<file path="config.mk">
export PLATFORM = sky130hd
export DESIGN_NAME = instr_fetch
export DESIGN_NICKNAME = d
export VERILOG_FILES = /design/src/rtl/instr_fetch_pkg.sv /design/src/rtl/fetch_queue.sv /design/src/rtl/instr_fetch.sv
export SDC_FILE = /design/constraint.sdc
export NUM_CORES = 1
export LEC_CHECK = 0
export CELL_PAD_IN_SITES_DETAIL_PLACEMENT = 0
export CELL_PAD_IN_SITES_GLOBAL_PLACEMENT = 1
export CORE_MARGIN = 2
export CORE_UTILIZATION = 35
export CTS_CLUSTER_DIAMETER = 200
export DETAILED_ROUTE_END_ITERATION = 8
export PLACE_DENSITY = 0.66
export SYNTH_ARGS = -nofsm -noshare
export SYNTH_HDL_FRONTEND = slang
export SYNTH_SLANG_ARGS = --single-unit
</file>
<file path="constraint.sdc">
create_clock -name clk -period 2.48 [get_ports clk]
set_input_delay 0.496 -clock clk [delete_from_list [all_inputs] [get_ports clk]]
set_output_delay 0.496 -clock clk [all_outputs]
set_load 0.005 [all_outputs]
</file>
<file path="src/rtl/instr_fetch_pkg.sv">
// Shared types and constants for the instruction fetch unit.
package instr_fetch_pkg;

    localparam int unsigned DEPTH_DEFAULT = 2;
    localparam int unsigned INSTR_W       = 16;
    localparam int unsigned BYTE_W        = 8;

    typedef enum logic [1:0] {
        IDLE     = 2'd0,
        FETCH_HI = 2'd1,
        FETCH_LO = 2'd2
    } fetch_state_e;

endpackage

</file>
<file path="src/rtl/fetch_queue.sv">
// Small circular queue of fetched instructions, each tagged with its word address.
module fetch_queue #(
    parameter int unsigned DEPTH  = 2,
    parameter int unsigned TAG_W  = 8,
    parameter int unsigned DATA_W = 16,
    parameter int unsigned CNT_W  = $clog2(DEPTH + 1)
) (
    input  logic              clk,
    input  logic              reset,
    input  logic              push,
    input  logic              pop,
    input  logic              flush,
    input  logic [TAG_W-1:0]  push_tag,
    input  logic [DATA_W-1:0] push_instr,
    output logic [CNT_W-1:0]  count,
    output logic [TAG_W-1:0]  head_tag,
    output logic [DATA_W-1:0] head_instr
);

    localparam int unsigned PTR_W = (DEPTH > 1) ? $clog2(DEPTH) : 1;

    logic [DEPTH-1:0][TAG_W-1:0]  tag_mem;
    logic [DEPTH-1:0][DATA_W-1:0] instr_mem;
    logic [PTR_W-1:0]             rd_ptr;
    logic [PTR_W-1:0]             wr_ptr;

    // Pointers wrap at DEPTH, which need not be a power of two.
    function automatic logic [PTR_W-1:0] ptr_inc(input logic [PTR_W-1:0] p);
        return (p == PTR_W'(DEPTH - 1)) ? '0 : p + PTR_W'(1);
    endfunction

    always_ff @(posedge clk or negedge reset) begin
        if (!reset) begin
            rd_ptr    <= '0;
            wr_ptr    <= '0;
            count     <= '0;
            tag_mem   <= '0;
            instr_mem <= '0;
        end else if (flush) begin
            rd_ptr <= '0;
            wr_ptr <= '0;
            count  <= '0;
        end else begin
            if (push) begin
                tag_mem[wr_ptr]   <= push_tag;
                instr_mem[wr_ptr] <= push_instr;
                wr_ptr            <= ptr_inc(wr_ptr);
            end
            if (pop) begin
                rd_ptr <= ptr_inc(rd_ptr);
            end
            if (push && !pop) begin
                count <= count + CNT_W'(1);
            end else if (pop && !push) begin
                count <= count - CNT_W'(1);
            end
        end
    end

    assign head_tag   = tag_mem[rd_ptr];
    assign head_instr = instr_mem[rd_ptr];

endmodule

</file>
<file path="src/rtl/instr_fetch.sv">
// Instruction prefetcher: assembles 16-bit instructions from a byte-wide ROM
// into a tagged queue and redirects whenever the CPU's pc leaves the stream.
module instr_fetch
    import instr_fetch_pkg::*;
#(
    parameter int unsigned ADDR_W = 8,
    parameter int unsigned DEPTH  = DEPTH_DEFAULT
) (
    input  logic               clk,
    input  logic               reset,
    input  logic [ADDR_W-1:0]  pc,
    output logic [INSTR_W-1:0] ir,
    output logic               ir_valid,
    input  logic               ir_ready,
    output logic               mem_req,
    output logic [ADDR_W:0]    mem_addr,
    input  logic [BYTE_W-1:0]  mem_data,
    input  logic               mem_ack
);

    localparam int unsigned CNT_W  = $clog2(DEPTH + 1);
    localparam int unsigned CNT1_W = CNT_W + 1;

    fetch_state_e        state;
    fetch_state_e        state_nxt;
    logic [ADDR_W-1:0]   fetch_pc;
    logic [ADDR_W-1:0]   fetch_pc_nxt;
    logic [BYTE_W-1:0]   hi_byte;
    logic [BYTE_W-1:0]   hi_byte_nxt;

    logic [CNT_W-1:0]    count;
    logic [ADDR_W-1:0]   head_tag;
    logic [INSTR_W-1:0]  head_instr;
    logic [ADDR_W-1:0]   expected_pc;
    logic [CNT1_W-1:0]   count_after;
    logic                redirect;
    logic                push;
    logic                pop;

    fetch_queue #(
        .DEPTH  (DEPTH),
        .TAG_W  (ADDR_W),
        .DATA_W (INSTR_W),
        .CNT_W  (CNT_W)
    ) u_queue (
        .clk        (clk),
        .reset      (reset),
        .push       (push),
        .pop        (pop),
        .flush      (redirect),
        .push_tag   (fetch_pc),
        .push_instr ({hi_byte, mem_data}),
        .count      (count),
        .head_tag   (head_tag),
        .head_instr (head_instr)
    );

    // The stream is on track only if the next address we can offer equals pc.
    assign expected_pc = (count != '0) ? head_tag : fetch_pc;
    assign redirect    = (expected_pc != pc);
    assign ir          = head_instr;
    assign ir_valid    = (count != '0) && (head_tag == pc);
    assign pop         = ir_valid && ir_ready;
    assign count_after = CNT1_W'(count) + CNT1_W'(1) - CNT1_W'(pop);

    always_ff @(posedge clk or negedge reset) begin
        if (!reset) begin
            state    <= IDLE;
            fetch_pc <= '0;
            hi_byte  <= '0;
        end else begin
            state    <= state_nxt;
            fetch_pc <= fetch_pc_nxt;
            hi_byte  <= hi_byte_nxt;
        end
    end

    always_comb begin
        state_nxt    = state;
        fetch_pc_nxt = fetch_pc;
        hi_byte_nxt  = hi_byte;
        push         = 1'b0;
        mem_req      = 1'b0;
        mem_addr     = '0;
        case (state)
            IDLE: begin
                if (count < CNT_W'(DEPTH)) begin
                    state_nxt = FETCH_HI;
                end
            end
            FETCH_HI: begin
                mem_req  = 1'b1;
                mem_addr = {fetch_pc, 1'b0};
                if (mem_ack) begin
                    hi_byte_nxt = mem_data;
                    state_nxt   = FETCH_LO;
                end
            end
            FETCH_LO: begin
                mem_req  = 1'b1;
                mem_addr = {fetch_pc, 1'b1};
                if (mem_ack) begin
                    push         = 1'b1;
                    fetch_pc_nxt = fetch_pc + ADDR_W'(1);
                    state_nxt    = (count_after < CNT1_W'(DEPTH)) ? FETCH_HI : IDLE;
                end
            end
            default: state_nxt = IDLE;
        endcase
        // A redirect discards this cycle's ack and restarts at pc.
        if (redirect) begin
            push         = 1'b0;
            hi_byte_nxt  = hi_byte;
            fetch_pc_nxt = pc;
            state_nxt    = FETCH_HI;
        end
    end

endmodule

</file>
==> results of run 1 <==
-- through the flow --
stage / setup TNS, ns / cell area [sq um] / total power, mW
2_1_floorplan: 0 / 3635 / 1.263
3_3_place_gp: -14.79 / 4527 / 1.387
3_5_place_dp: -18.17 / 4527 / 1.389
4_1_cts: -0.3221 / 4872 / 2.304
5_1_grt: -5.021 / 5006 / 2.381
6_report: -0.2070 / 5006 / 2.272
-- placed cells by master (no fill, tap or decap), drive strengths merged, types with 6 or more instances in the layout --
cell	instances
nor3	6
o21ai	20
buf	58
dfrtp	70
nand2	8
clkbuf	11
xor2	13
nor2	8
clkdlybuf4s50	29
mux2	72
xnor2	13
and2	10
dlymetal6s2s	12
mux2i	10
ha	6
-- worst min-delay path by stage --
stage                                     startpoint                          endpoint  slack, ns  cells after the start
floorplan                                      reset           fetch_pc[0]$_DFFE_PN0P_       0.20                      0
global placement    u_queue.instr_mem[0]$_DFFE_PN0P_  u_queue.instr_mem[0]$_DFFE_PN0P_       0.46                      1
detailed placement  u_queue.instr_mem[0]$_DFFE_PN0P_  u_queue.instr_mem[0]$_DFFE_PN0P_       0.49                      1
CTS                                            reset              state[0]$_DFFE_PN0P_       0.19                      2
global route                                   reset              state[0]$_DFFE_PN0P_       0.18                      2
finish                                         reset              state[0]$_DFFE_PN0P_       0.16                      2
-- worst max-delay path, cell delays in order (launching register included) --
cell and delay (ns):
dfrtp_1 0.39, buf_6 0.15, buf_12 0.13, mux2i_2 0.14
xnor2_1 0.15, nor4_2 0.34, buf_4 0.18, and2_1 0.11
buf_2 0.10
-- cell families (layout without fill, tap and decap cells) --
kind of cell,Yosys count,after routing
and+or+nand+nor,47,47
DFF,70,70
AOI/OAI and AO/OA,29,29
adders and majority gates,6,6
muxes,82,82
buffers and inverters,17,121
xor gates and xnor gates,26,26
-- layer usage --
| metal | part of all wire [%] | vias up | global-route usage, % |
|---|---|---|---|
| met5 | 0 | - | 0 |
| met4 | 1.0 | 0 | 4.229 |
| met3 | 4.2 | 8 | 4.537 |
| met2 | 47 | 46 | 24.15 |
| met1 | 48 | 1183 | 20.68 |
| li1 | - | 1179 | - |
-- state kept, by name (all words and copies together) (netlist names) --
register	cells
fetch_pc	8
hi_byte	8
state	2
u_queue.count	2
u_queue.instr_mem	32
u_queue.rd_ptr	1
u_queue.tag_mem	16
u_queue.wr_ptr	1
-- repair_timing --
item	in CTS	in global routing
resized for setup	29	22
cloned	1	1
pin swaps	4	5
setup buffers	8	5
endpoints found under the setup margin	21	84
-- power by group through the flow --
stage	clock (mW)	sequential (mW)	combinational (mW)
3_5_place_dp	0	1.20	0.191
3_3_place_gp	0	1.20	0.190
2_1_floorplan	0	1.20	0.0671
4_1_cts	0.937	1.17	0.192
5_1_grt	0.997	1.18	0.207
6_report	0.909	1.17	0.188
-- area by class of cell --
class | instances | share of cell area [%]
Clock buffer | 10 | 2.549
Sequential cell | 70 | 34.99
Inverter | 2 | 0.1500
Timing Repair Buffer | 103 | 20.42
Tap cell | 136 | 3.399
Clock inverter | 6 | 1.225
Multi-Input combinational cell | 190 | 37.27
==> flow_summary.json, run 1 <==
{
  "num_antenna_cells": 0,
  "yosysTopAreaCell": "dfrtp_1",
  "cp_max_fo": 4,
  "clockBufferDepth": 2,
  "wl_per_cell_um": 15.87,
  "clk_latency_ns": 0.34,
  "min-delay-path-class": "primary input to asynchronous set/reset pin",
  "synthCells": 277,
  "fin_util_pct": 49.15,
  "internal_power_mw": 1.719,
  "p_sw_share_pct": 24.34,
  "p_per_area_mw_per_mm2": 453.8,
  "io_pins": 47,
  "cts_tree": "built",
  "pwr-share-clk_pct": 40.0,
  "synth_fa_ha_area_share_pct": 2.065,
  "h-tree-depth": 3,
  "synthXorXnorAreaFrac_pct": 6.265,
  "port_buffers": 46,
  "synthTopCellsByCount": "dfrtp_1 (70), mux2_2 (50), mux2_4 (20), o21ai_0 (19)",
  "drt-total-wl_mm": 8.205,
  "synth-simple-area-share_pct": 8.503,
  "maxCapViolCount": 0,
  "worstReg2RegStart": "u_queue.rd_ptr$_DFFE_PN0P_",
  "rows": 37,
  "synth-compound-area-share_pct": 4.578,
  "ant_nets": 0,
  "multi_input_area_sq_mm": 0.001866,
  "async_reset_ff_share_pct": 100.0,
  "synth_warnings": 0,
  "finalNetCount": 402,
  "setup_slack_ns": -0.03628,
  "cts_buffers": 9,
  "ctsRootBufferMaster": "clkbuf_8",
  "post-route-min-period_ns": 2.516,
  "grt_usage_pct": 15.34,
  "synthToLayoutAreaGrowth_pct": 37.73,
  "ys_ff_latch": 70,
  "maxSlewHeadroom_pct": 74.97,
  "critPathLaunch": "u_queue.rd_ptr$_DFFE_PN0P_",
  "arrival_ns": 2.02,
  "fin_cells": 517,
  "drive_gt1_share_pct": 43.57,
  "post-place-ws_ns": -0.4051,
  "fin_crit_sh_pct": 101.5,
  "ir_worst_vdd_mv": 0.2728,
  "clk_pin_slew_ns": 0.08,
  "yosysTopAreaCellShare_pct": 48.19,
  "hold_violations": 0,
  "dpl.hpwl_mm": 5.616,
  "synth.distinct_cells": 39,
  "start_util_pct": 35.69,
  "floorplan.die_area_sq_mm": 0.01122,
  "fillerInstances": 954,
  "place_inst": 486,
  "synth_area_sq_mm": 0.003635,
  "tightest_slew_ns": 0.3659,
  "syn_nets": 303,
  "yosys.cell_count.top_type": "dfrtp_1",
  "worstSetupStartpointType": "flop",
  "crit_path_end": "ir_valid",
  "required_ns": 1.98,
  "violations": "negative setup slack",
  "leakagePower_nw": 2.428,
  "synth_flop_cell": "dfrtp_1",
  "seqPwrFrac_pct": 51.7,
  "setup_violations": 13,
  "gr-total-overflow": 0,
  "grt_max_degree": 71,
  "syn_avg_cell_area_sq_um": 13.12,
  "grt_pass1_vias": 2605,
  "synthMuxAreaShare_pct": 27.13,
  "holdWs_ns": 0.1618,
  "coreArea_sq_mm": 0.01018,
  "synth_top_family_by_area": "multiplexers",
  "via_count": 2416,
  "fp.dieH_um": 105.9,
  "cp-end-kind": "primary output",
  "viasPerCell": 4.673,
  "synth-edff-count": 0,
  "drc_errors": 0,
  "die_width_um": 105.9,
  "r2r_setup_slack_ns": -0.02,
  "switchingPower_mw": 0.5529,
  "seqCellArea_sq_mm": 0.001752,
  "ctsHoldBuffers": 0,
  "slew_viol_final": 0,
  "drtPass1Iterations": 4,
  "antenna_found_initial": 0,
  "regToRegEndpoint": "u_queue.instr_mem[1]$_DFFE_PN0P_",
  "clock-sinks": 70,
  "drt-initial-drc-count": 83,
  "gp_congestion": 0.8098,
  "yosys-top-cells-area": "dfrtp_1 (48%), mux2_2 (15%), mux2_4 (8.3%)",
  "fin_skew_ns": 0.006762,
  "path_class": "flop to primary output",
  "grt_pass1_wl_mm": 13.39,
  "yosysSeqAreaShare_pct": 48.19,
  "worstRegToRegCells": 11,
  "grt_setup_unrepaired": "yes",
  "fmax_mhz": 397.4,
  "comb_power_share_pct": 8.3,
  "status": "finished with violations"
}
(Power assumes the default switching activity.)
==> inputs of run 2 (changes only) <==
GPL_TIMING_DRIVEN = 0   (was not set)
TNS_END_PERCENT = 5   (was not set)
==> run 2 against run 1 <==
The run still ends with negative setup slack left. Sequential share of layout area increased by 0.94 points. First-iteration DRC count grew 14%. Cell count fell by 4.1%. Sequential power about the same. Design area fell by 2.5%. Via count is 0.66% lower. Power grew 4.1%. Register-to-register slack worse by 0.05 ns.
==> flow_summary.json, run 2 (synthesized netlist as in run 1, its figures left out) <==
{
  "drt-total-wl_mm": 8.468,
  "power_mw": 2.364,
  "switchingPower_mw": 0.5536,
  "finalNetCount": 382,
  "min-delay-path-class": "primary input to asynchronous set/reset pin",
  "cts_tree": "built",
  "largest_reg_flops": 32,
  "use_met1_pct": 21.85,
  "antenna_found_initial": 0,
  "p_per_area_mw_per_mm2": 484.7,
  "grt_pass1_vias": 2449,
  "h-tree-depth": 3,
  "ant_nets": 0,
  "seqPwrFrac_pct": 49.9,
  "ir_worst_vdd_mv": 0.2504,
  "tightest_slew_ns": 0.5219,
  "layout_commonest_cell": "dfrtp_1",
  "grt_setup_unrepaired": "yes",
  "grt_usage_pct": 16.08,
  "cts_buffers": 9,
  "num_antenna_cells": 0,
  "via_count": 2400,
  "drc_errors": 0,
  "met2_usage_pct": 24.65,
  "wl_per_cell_um": 17.07,
  "rows": 37,
  "slew_viol_final": 0,
  "grt_pass1_wl_mm": 13.47,
  "post-route-min-period_ns": 2.582,
  "clock-sinks": 70,
  "fin_setup_tns_ns": -1.214,
  "coreArea_sq_mm": 0.01018,
  "status": "finished with violations",
  "floorplan.die_area_sq_mm": 0.01122,
  "comb_power_share_pct": 7.5,
  "dpl.hpwl_mm": 5.591,
  "io_pins": 47,
  "path_class": "flop to primary output",
  "leakagePower_nw": 2.247,
  "start_util_pct": 35.69,
  "maxSlewHeadroom_pct": 65.21,
  "clockBufferDepth": 2,
  "grt_max_degree": 44,
  "internal_power_mw": 1.811,
  "synthToLayoutAreaGrowth_pct": 34.22,
  "p_sw_share_pct": 23.42,
  "grt_util_met3_pct": 3.985,
  "drive_gt1_share_pct": 41.39,
  "fin_crit_sh_pct": 104.1,
  "ctsHoldBuffers": 0,
  "port_buffers": 46,
  "maxCapViolCount": 0,
  "required_ns": 1.98,
  "cp_max_fo": 8,
  "violations": "negative setup slack",
  "clk_latency_ns": 0.35,
  "setup_slack_ns": -0.1024,
  "fin_skew_ns": 0.01431,
  "gr-total-overflow": 0,
  "fmax_mhz": 387.2,
  "pwr-share-clk_pct": 42.6,
  "fp.dieH_um": 105.9,
  "cp-end-kind": "primary output",
  "fillerInstances": 925,
  "mostFrequentLayoutCells": "dfrtp_1 (69), mux2_2 (50), clkdlybuf4s50_1 (28), mux2_4 (20), buf_4 (19)",
  "reg_top3": "u_queue.instr_mem: 32 flops, u_queue.tag_mem: 16 flops",
  "post-place-ws_ns": -0.6838,
  "hold_violations": 0,
  "top_register": "u_queue.instr_mem",
  "arrival_ns": 2.09,
  "gp_congestion": 0.7440,
  "clk_pin_slew_ns": 0.08,
  "drt-initial-drc-count": 95,
  "grt.busiest_layer": "met2",
  "die_width_um": 105.9,
  "drtPass1Iterations": 4,
  "worstSetupStartpointType": "flop",
  "ctsRootBufferMaster": "clkbuf_8",
  "worstRegToRegCells": 9,
  "viasPerCell": 4.839,
  "setup_violations": 18
}
[run 2: cell types whose count changed in the layout (fill, tap and decap cells not counted), sizes merged]
cell,change
clkdlybuf4s50,-1
dlymetal6s2s,-12
bufinv,+1
clkinv,-1
clkbuf,+2
dlygate4sd2,+13
buf,-24
clkdlybuf4s15,+1
[run 2: path summary, 6_finish.rpt]
path / from / endpoint / slack (ns)
worst max-delay path: state[0]$_DFFE_PN0P_ / mem_addr[5] / -0.10
worst min-delay path: reset / state[1]$_DFFE_PN0P_ / 0.08
worst max register to register: u_queue.count[1]$_DFFE_PN0P_ / u_queue.tag_mem[13]$_DFFE_PN0P_ / -0.07
worst min register to register: u_queue.instr_mem[0]$_DFFE_PN0P_ / u_queue.instr_mem[0]$_DFFE_PN0P_ / 0.49
max in group asynchronous: reset / u_queue.instr_mem[30]$_DFFE_PN0P_ / 1.85
min in group clk: u_queue.instr_mem[0]$_DFFE_PN0P_ / u_queue.instr_mem[0]$_DFFE_PN0P_ / 0.49
[run 2: layout make-up]
cell class                 instances  area [sq um]  share of cell area [%]
tap                              136         170.2                   3.488
clock inverter                     6         86.33                   1.770
multi-input combinational        190          1869                   38.32
sequential                        70          1753                   35.93
inverter                           2         7.507                  0.1539
buffer                            13         168.9                   3.462
timing repair buffer              70         699.4                   14.34
clock buffer                       9         123.9                   2.539
[run 2: timing repair]
item / CTS / global route
setup buffers: 23 / 1
setup endpoints to repair: 85 / 73
gates cloned: 1 / 0
gates resized for setup: 49 / 19
pin swaps: 7 / 2
[run 2: power by group through the flow]
stage          sequential, mW  clock (mW)  combinational (mW)
2_1_floorplan            1.20           0              0.0671
3_3_place_gp             1.20           0               0.159
3_5_place_dp             1.20           0               0.166
4_1_cts                  1.18        1.04               0.174
5_1_grt                  1.18        1.09               0.196
6_report                 1.18        1.01               0.177
[run 2: metal layers]
| metal | vias to the layer above | wire [um] |
|---|---|---|
| met1 | 1217 | 4072 |
| met2 | 44 | 4050 |
| met4 | 0 | 109 |
| li1 | 1131 | - |
| met3 | 8 | 236 |
| met5 | - | 0 |
[run 2: metrics by stage]
step,util (%),instances,cell area [sq um],hold slack (ns)
4_1_cts,47.20,495,4807,0.08006
3_5_place_dp,42.13,460,4290,0.4577
3_3_place_gp,41.88,459,4265,0.4684
5_1_grt,47.90,496,4878,0.09087
6_report,47.90,496,4878,0.07778
2_1_floorplan,-,277,3635,0.2004
[run 2: critical path, cell delays in order, from the launching register on]
cell	delay (ns)
dfrtp_1	0.42
inv_2	0.12
ha_2	0.20
nor2_1	0.07
nor2b_4	0.24
and2_4	0.19
clkdlybuf4s50_1	0.49
